File: src/rtl/uart_tx_frame.sv
// UART transmitter: internal baud divider, 5..9 data bits, optional even/odd parity, 1/2 stop bits.
// Define UART_TX_FIFO_EN to put a FIFO_DEPTH-entry TX FIFO in front of the frame register.
module uart_tx_frame #(
  parameter int CLKS_PER_BIT = 16,
  parameter int DATA_BITS    = 8,
  parameter int FIFO_DEPTH   = 4
) (
  input  logic                              i_Clock,
  input  logic                              rst,
  input  logic                              i_pen,
  input  logic                              i_eps,
  input  logic                              i_stop2,
  input  logic                              i_tx_valid,
  input  logic [DATA_BITS-1:0]              i_tx_data,
  output logic                              o_tx_ready,
  output logic                              o_tx_serial,
  output logic                              o_tx_busy,
  output logic                              o_tx_done,
  output logic [$clog2(FIFO_DEPTH+1)-1:0]   o_fifo_level
);

  localparam int CW = $clog2(CLKS_PER_BIT);
  localparam int BW = $clog2(DATA_BITS);
  localparam logic [CW-1:0] CNT_LAST = CW'(CLKS_PER_BIT - 1);
  localparam logic [BW-1:0] BIT_LAST = BW'(DATA_BITS - 1);

  typedef enum logic [2:0] {
    S_IDLE,
    S_START,
    S_DATA,
    S_PARITY,
    S_STOP
  } state_t;

  state_t                state_reg, state_next;
  logic [CW-1:0]         cnt_reg, cnt_next;
  logic [BW-1:0]         bit_reg, bit_next;
  logic [DATA_BITS-1:0]  data_reg, data_next;
  logic                  pen_reg, pen_next;
  logic                  eps_reg, eps_next;
  logic                  stop2_reg, stop2_next;

  logic                  bit_end;
  logic                  last_stop;
  logic                  can_take;
  logic                  load;
  logic [DATA_BITS-1:0]  load_data;
  logic                  load_pen;
  logic                  load_eps;
  logic                  load_stop2;

  assign bit_end   = (cnt_reg == CNT_LAST);
  // bit_reg doubles as the stop-bit index while in STOP
  assign last_stop = (state_reg == S_STOP) && bit_end &&
                     (bit_reg == {{(BW-1){1'b0}}, stop2_reg});
  assign can_take  = (state_reg == S_IDLE) || last_stop;

`ifdef UART_TX_FIFO_EN
  localparam int PW = $clog2(FIFO_DEPTH);
  localparam int LW = $clog2(FIFO_DEPTH+1);

  logic [DATA_BITS+2:0] mem [FIFO_DEPTH];
  logic [PW-1:0]        wr_ptr_reg, rd_ptr_reg;
  logic [LW-1:0]        level_reg;
  logic                 push;

  assign o_tx_ready   = (level_reg != LW'(FIFO_DEPTH));
  assign push         = i_tx_valid && o_tx_ready;
  assign load         = (level_reg != '0) && can_take;
  assign o_fifo_level = level_reg;
  assign {load_data, load_pen, load_eps, load_stop2} = mem[rd_ptr_reg];

  always_ff @(posedge i_Clock) begin
    if (push) begin
      mem[wr_ptr_reg] <= {i_tx_data, i_pen, i_eps, i_stop2};
    end
  end

  always_ff @(posedge i_Clock or posedge rst) begin
    if (rst) begin
      wr_ptr_reg <= '0;
      rd_ptr_reg <= '0;
      level_reg  <= '0;
    end else begin
      if (push) begin
        wr_ptr_reg <= wr_ptr_reg + PW'(1);
      end
      if (load) begin
        rd_ptr_reg <= rd_ptr_reg + PW'(1);
      end
      case ({push, load})
        2'b10:   level_reg <= level_reg + LW'(1);
        2'b01:   level_reg <= level_reg - LW'(1);
        default: level_reg <= level_reg;
      endcase
    end
  end
`else
  assign o_tx_ready   = can_take;
  assign load         = i_tx_valid && o_tx_ready;
  assign load_data    = i_tx_data;
  assign load_pen     = i_pen;
  assign load_eps     = i_eps;
  assign load_stop2   = i_stop2;
  assign o_fifo_level = '0;
`endif

  always_ff @(posedge i_Clock or posedge rst) begin
    if (rst) begin
      state_reg <= S_IDLE;
      cnt_reg   <= '0;
      bit_reg   <= '0;
      data_reg  <= '0;
      pen_reg   <= 1'b0;
      eps_reg   <= 1'b0;
      stop2_reg <= 1'b0;
    end else begin
      state_reg <= state_next;
      cnt_reg   <= cnt_next;
      bit_reg   <= bit_next;
      data_reg  <= data_next;
      pen_reg   <= pen_next;
      eps_reg   <= eps_next;
      stop2_reg <= stop2_next;
    end
  end

  always_comb begin
    state_next  = state_reg;
    cnt_next    = cnt_reg;
    bit_next    = bit_reg;
    data_next   = data_reg;
    pen_next    = pen_reg;
    eps_next    = eps_reg;
    stop2_next  = stop2_reg;
    o_tx_serial = 1'b1;

    case (state_reg)
      S_IDLE: begin
        cnt_next = '0;
        bit_next = '0;
      end
      S_START: begin
        o_tx_serial = 1'b0;
        if (bit_end) begin
          cnt_next   = '0;
          bit_next   = '0;
          state_next = S_DATA;
        end else begin
          cnt_next = cnt_reg + CW'(1);
        end
      end
      S_DATA: begin
        o_tx_serial = data_reg[bit_reg];
        if (bit_end) begin
          cnt_next = '0;
          if (bit_reg == BIT_LAST) begin
            bit_next   = '0;
            state_next = pen_reg ? S_PARITY : S_STOP;
          end else begin
            bit_next = bit_reg + BW'(1);
          end
        end else begin
          cnt_next = cnt_reg + CW'(1);
        end
      end
      S_PARITY: begin
        o_tx_serial = eps_reg ? ^data_reg : ~^data_reg;
        if (bit_end) begin
          cnt_next   = '0;
          bit_next   = '0;
          state_next = S_STOP;
        end else begin
          cnt_next = cnt_reg + CW'(1);
        end
      end
      S_STOP: begin
        o_tx_serial = 1'b1;
        if (bit_end) begin
          cnt_next = '0;
          if (last_stop) begin
            bit_next   = '0;
            state_next = S_IDLE;
          end else begin
            bit_next = bit_reg + BW'(1);
          end
        end else begin
          cnt_next = cnt_reg + CW'(1);
        end
      end
      default: begin
        state_next = S_IDLE;
        cnt_next   = '0;
        bit_next   = '0;
      end
    endcase

    // A new frame overrides the return to IDLE, giving zero idle bits between frames
    if (load) begin
      state_next = S_START;
      cnt_next   = '0;
      bit_next   = '0;
      data_next  = load_data;
      pen_next   = load_pen;
      eps_next   = load_eps;
      stop2_next = load_stop2;
    end
  end

  assign o_tx_busy = (state_reg != S_IDLE);
  assign o_tx_done = last_stop;

endmodule

File: config.mk
export PLATFORM = sky130hd
export DESIGN_NAME = uart_tx_frame
export DESIGN_NICKNAME = d
export VERILOG_FILES = /design/src/rtl/uart_tx_frame.sv
export SDC_FILE = /design/constraint.sdc
export NUM_CORES = 1
export LEC_CHECK = 0
export BUFFER_PORTS_ARGS = -buffer_cell sky130_fd_sc_hd__buf_2
export CAP_MARGIN = 20
export CORE_MARGIN = 1.5
export CORE_UTILIZATION = 25
export CTS_CLUSTER_DIAMETER = 30
export DETAILED_ROUTE_END_ITERATION = 8
export PLACE_DENSITY_LB_ADDON = 0.25
export SETUP_SLACK_MARGIN = 0.2
export SYNTH_ARGS = -nofsm -noshare
export SYNTH_HDL_FRONTEND = slang
export SYNTH_SLANG_ARGS = --single-unit
File: constraint.sdc
create_clock -name i_Clock -period 2.4 [get_ports i_Clock]
set_clock_uncertainty 0.2 [all_clocks]
set_input_delay 0.12 -clock i_Clock [delete_from_list [all_inputs] [get_ports i_Clock]]
set_output_delay 0.12 -clock i_Clock [all_outputs]
set_load 0.01 [all_outputs]
Yosys cells after proc, flatten, opt, wreduce, memory -nomap -nowiden
Index checks and enable logic that the tools add are counted.
Widths: inputs -> output; s select.
{"block": "totals", "regBits": 21, "inputBits": 14, "out_inout_bits": 7, "wordCells": 60}
{"block": "classes", "add_sub_neg": 2, "magnitude_cmp": 1, "eq_ne": 15, "n_mux": 23, "reduce_logical": 12}
{"operator": "$mux 3", "n": 14}
{"operator": "$ne 3x3->1 const B", "n": 6}
{"operator": "$pmux 3 s5", "n": 1}
{"operator": "$mux 4", "n": 3}
{"operator": "$pmux 3 s3", "n": 1}
{"operator": "$reduce_xnor 8->1", "n": 1}
{"operator": "$reduce_xor 8->1", "n": 1}
{"operator": "$reduce_and 7->1", "n": 1}
{"operator": "$eq 3x2->1 const B", "n": 2}
{"operator": "$eq 3x3->1 const B", "n": 2}
{"operator": "$add 4x1->4 const B", "n": 1}
{"operator": "$eq 4x4->1 const B", "n": 1}
{"operator": "$lt 3x4->1 const B", "n": 1}
{"operator": "$reduce_or 4->1", "n": 1}
{"operator": "$add 3x1->3 const B", "n": 1}
{"operator": "$bmux 1 s3", "n": 1}
{"operator": "$eq 3x1->1", "n": 1}
{"operator": "$eq 3x1->1 const B", "n": 1}
{"operator": "$logic_and 1x1->1", "n": 3}
{"operator": "$logic_not 3->1", "n": 1}
{"operator": "$ne 3x1->1 const B", "n": 1}
{"operator": "$pmux 1 s3", "n": 1}
{"operator": "$reduce_and 3->1", "n": 1}
{"operator": "$reduce_bool 3->1", "n": 1}
{"operator": "4 further kinds", "n": 5}

Longest topological paths before layout
{"block": "depth", "depth_word": 7, "ltp_mapped": 7}

Worst setup path before layout
Ideal clock, no wire load.
{"block": "synth_timing", "kind": "register to register", "startpoint": "reg state_reg[0]", "endpoint": "reg data_reg[0]", "setup_time_ns": 0.125, "arrival_time_ns": 2.026, "slack_ns": 0.049, "path_stages_with_launch": 7, "path_buffers": 1, "path_cell_list": "dfrtp_1 or4_1 or4b_4 nand2_4 nand2_4 buf_6 mux2_4"}
{"block": "synth_between", "elab_chain_len": 5, "elab_cells_between_ends": 6, "cone_classes": "1 x eq/ne; 5 x reduce/logical"}
{"item": "start: declaration", "line": "35", "source": "state_t state_reg, state_next;"}
{"item": "start signal: assignment", "line": "118", "source": "state_reg <= state_next;"}
{"item": "$eq 3x3->1", "line": "54", "source": "assign last_stop = (state_reg == S_STOP) && bit_end &&"}
{"item": "$logic_and 1x1->1 (2 in series)", "line": "54"}
{"item": "$logic_or 1x1->1 *", "line": "56", "source": "assign can_take = (state_reg == S_IDLE) || last_stop;"}
{"item": "via o_tx_ready", "line": "15", "source": "output logic o_tx_ready,"}
{"item": "$logic_and 1x1->1 *", "line": "100", "source": "assign load = i_tx_valid && o_tx_ready;"}
{"item": "end signal: assignment", "line": "121", "source": "data_reg <= data_next;"}
{"item": "end: declaration", "line": "38", "source": "logic [DATA_BITS-1:0] data_reg, data_next;"}
Mark *: on every way through the listed nets, which the timed path passes. The rest lies on a longest branch.
A chain may end at the register's enable or synchronous reset.

Worst setup path in the final report
{"block": "layout_timing", "startpoint": "reg state_reg[0]", "endpoint": "reg eps_reg"}
{"block": "layout_between", "elab_chain_len": 5, "elab_cells_between_ends": 6, "cone_classes": "1 x eq/ne; 5 x reduce/logical"}
{"item": "$eq 3x3->1", "line": "54"}
{"item": "$logic_and 1x1->1 (2 in series)", "line": "54"}
{"item": "$logic_or 1x1->1 *", "line": "56"}
{"item": "$logic_and 1x1->1 *", "line": "100"}
{"item": "end signal: assignment", "line": "123", "source": "eps_reg <= eps_next;"}
{"item": "end: declaration", "line": "40", "source": "logic eps_reg, eps_next;"}
Mark *: on every way between the ends. The rest lies on a longest branch, timed or not.

==> run_results.csv <==
group,metric,value,unit
power_and_ir_drop,switching_share,38.2,%
final_layout,fin_area,0.00159,mm²
worst_setup_path,critPathMaxFanout,6,
power_and_ir_drop,sequentialPowerShare,33.7,%
die,core,0.00469,mm²
die,num_rows,25,
outcome,status,"completed",
logic_synthesis,ys_seq_area_share,43.7,%
logic_synthesis,synthArstFlopShare,100,%
logic_synthesis,ys_types,34,
power_and_ir_drop,p_total,2.00,mW
final_layout,utilization,33.8,%
power_and_ir_drop,p_sw,766,µW
worst_setup_path,startpoint_type,"flop",
power_and_ir_drop,p_int,1.24,mW
logic_synthesis,synthTopCellsByCount,"dfrtp_1 (21), nand2_1 (10), mux2_4 (8), nor2_1 (7), xnor2_1 (7)",
drt,wl_per_cell,13.2,µm
timing,drv_slew,0,
placed_design,hpwl,1770,µm
placed_design,place_area,0.00134,mm²
clock_tree,clk_pin_slew,0.08,ns
power_and_ir_drop,power_density,1260,mW/mm²
power_and_ir_drop,ir_drop,0.563,mV
placed_design,numPortBuffers,17,
worst_setup_path,critical-path-slowest-cell,"or4b_4",
final_layout,drive_gt1_share,33.1,%
final_layout,area_growth,31.9,%
worst_setup_path,critPathCaptureType,"flop",
drt,via_per_inst,4.59,
timing,timing.final.crit_share,96.5,%
drt,drc_errors,0,
timing,setup_viol,0,
worst_setup_path,worstPathCellList,"or4_1 > or4b_4 > nand2_8 > nand2_4 > mux2_4",
timing,slew_headroom,45.7,%
final_layout,nFillCells,487,
placed_design,gp_congestion,0.816,
logic_synthesis,synth.avg_cell_area,11.2,µm²
power_and_ir_drop,p_leak,0.741,nW
clock_tree,root_buffer,"clkbuf_8",
die,dieHeight,72.4,µm
timing,fin_crit,2.32,ns
logic_synthesis,ys.flop_type,"dfrtp_1",
clock_tree,cts.sinks,21,
worst_setup_path,reg2reg_depth,5,
logic_synthesis,yosys.area.top_type,"dfrtp_1",
worst_setup_path,critPathKind,"reg2reg",
global_routing,grt_max_degree,22,
final_layout,regArea,526,µm²
worst_setup_path,cp.depth,5,
timing,rsz0062_at_grt,"true",
logic_synthesis,synth_edf_count,0,
global_routing,antenna_found_initial,0,
worst_hold_path,hold_path_class,"in2reg",
final_layout,fin_nets,160,
clock_tree,htree_num_levels,1,
power_and_ir_drop,p_comb_share,54.6,%
worst_hold_path,whs_path_depth,3,
clock_tree,cts_made_buffers,3,
clock_tree,cts_tree,"yes",
drt,wl,2590,µm
logic_synthesis,synth.top_cell.area_share,43.7,%
worst_setup_path,arrival,2.27,ns
drt,vias,900,
final_layout,antenna_cells,0,
run,cap_violations,0,
clock_tree,clockBufferDepth,2,
logic_synthesis,ys_seq_elements,21,
logic_synthesis,synth_area_leaders,"dfrtp_1 (44%), mux2_4 (10%), xnor2_1 (5.1%), mux4_2 (3.7%), ha_1 (3.1%)",
global_routing,gr-total-overflow,0,
logic_synthesis,ys_warn_count,0,
clock_tree,clock_latency,0.26,ns
worst_setup_path,critPathRequiredTime,2.35,ns
global_routing,grt_usage,10.5,%
drt,firstDrtPassIters,4,
logic_synthesis,syn_inst,107,
die,pin_count,21,
logic_synthesis,syn-cell-area,0.00120,mm²
worst_setup_path,cpPeakStageDelay,0.56,ns
power_and_ir_drop,p_clk_share,11.7,%
drt,ant_nets,0,
timing,worst_pin_slew,0.814,ns
timing,fmax,432,MHz
global_routing,grt_pass1_wl,4310,µm
timing,finalHoldViolCount,0,
timing,fin_hold_ws,0.103,ns
global_routing,grt_pass1_vias,927,
die,die_w,72.4,µm
worst_setup_path,crit_family,"simple AND/OR/NAND/NOR gates",
final_layout,largest_register_ffs,8,
logic_synthesis,yosysMostFrequentCell,"dfrtp_1",
worst_setup_path,crit_buf_inv,0,
final_layout,multiInputGateArea,666,µm²
die,start_util,25.6,%
timing,final.setup.tns,0,ns
die,die_area,0.00523,mm²
worst_setup_path,regToRegSetupSlack,0.08,ns
drt,drtIter0Drc,24,
area by class of cell:
| cell class | count | share of cell area (%) |
|---|---|---|
| clock inverter | 1 | 0.473 |
| clock buffer | 3 | 2.60 |
| multi-input combinational | 78 | 42.0 |
| timing repair buffer | 36 | 16.9 |
| inverter | 3 | 0.710 |
| sequential | 21 | 33.1 |
| tap | 54 | 4.26 |
power by group through the flow:
stage	Sequential, mW	Combinational [mW]	Clock [mW]
CTS	0.673	1.05	0.248
finish	0.675	1.09	0.235
global placement	0.668	1.00	0
floorplan	0.630	0.832	0
global route	0.698	1.21	0.269
detailed placement	0.680	0.999	0
cells in the final DEF, fill, tap and decap left out, types with 2 or more instances in the layout:
| cell | count |
|---|---|
| a21oi_1 | 3 |
| buf_4 | 6 |
| dfrtp_1 | 21 |
| nand3_1 | 2 |
| nand2_1 | 10 |
| or3_1 | 3 |
| nor2_1 | 7 |
| clkbuf_8 | 3 |
| conb_1 | 3 |
| buf_6 | 2 |
| o21ai_0 | 2 |
| xor2_1 | 4 |
| mux2_2 | 3 |
| mux2_4 | 8 |
| and3_1 | 3 |
| xnor2_1 | 7 |
| mux4_2 | 2 |
| buf_2 | 16 |
| nand2_8 | 2 |
| inv_1 | 3 |
| ha_1 | 3 |
| dlygate4sd3_1 | 12 |
worst reg2reg max path: stages, from the launching register on:
cell and delay, ns:
dfrtp_1 0.39, or4_1 0.52, or4b_4 0.56, nand2_8 0.14
nand2_4 0.10, mux2_4 0.31
metal layers:
layer  track usage [%]  vias up  wire [µm]  share of wire (%)
met3              1.81        2         66                2.5
li1                  -      438          -                  -
met5                 0        -          0                  0
met1              13.4      441       1270                 49
met2              18.0       19       1240                 48
met4              3.77        0         13               0.50
cell families after synthesis:
logic type	after synthesis	synth area share, %
XOR/XNOR	11	8.01
multiplexers	14	17.4
flip-flops	21	43.7
AND/OR/NAND/NOR	33	15.0
buffers and inverters	11	4.99
other	1	0.312
AO/OA/AOI/OAI	13	7.49
adder cells (fa/ha/maj)	3	3.12
final timing paths:
path                               from           end
hold / removal               i_tx_valid  state_reg[0]
setup reg to reg           state_reg[0]       eps_reg
max in group asynchronous           rst  state_reg[1]
min in group asynchronous           rst    cnt_reg[0]
setup / recovery           state_reg[0]       eps_reg
hold reg to reg              cnt_reg[0]    cnt_reg[0]
what timing repair did:
| item | in CTS | in global routing |
|---|---|---|
| hold endpoints to repair | 32 | 0 |
| resized for setup | 3 | 5 |
| buffers inserted | 2 | 1 |
| cloned | 0 | 1 |
| pin swaps | 2 | 1 |
| hold buffers | 12 | 0 |
| endpoints found under the setup margin | 18 | 20 |
stage by stage:
stage,instances,setup WS (ns)
2_1_floorplan,109,0.0493
3_3_place_gp,176,0.0925
3_5_place_dp,176,0.0534
4_1_cts,194,0.0881
5_1_grt,196,0.0410
6_report,196,0.0838
Note: power is estimated with default switching activity, not from simulation.
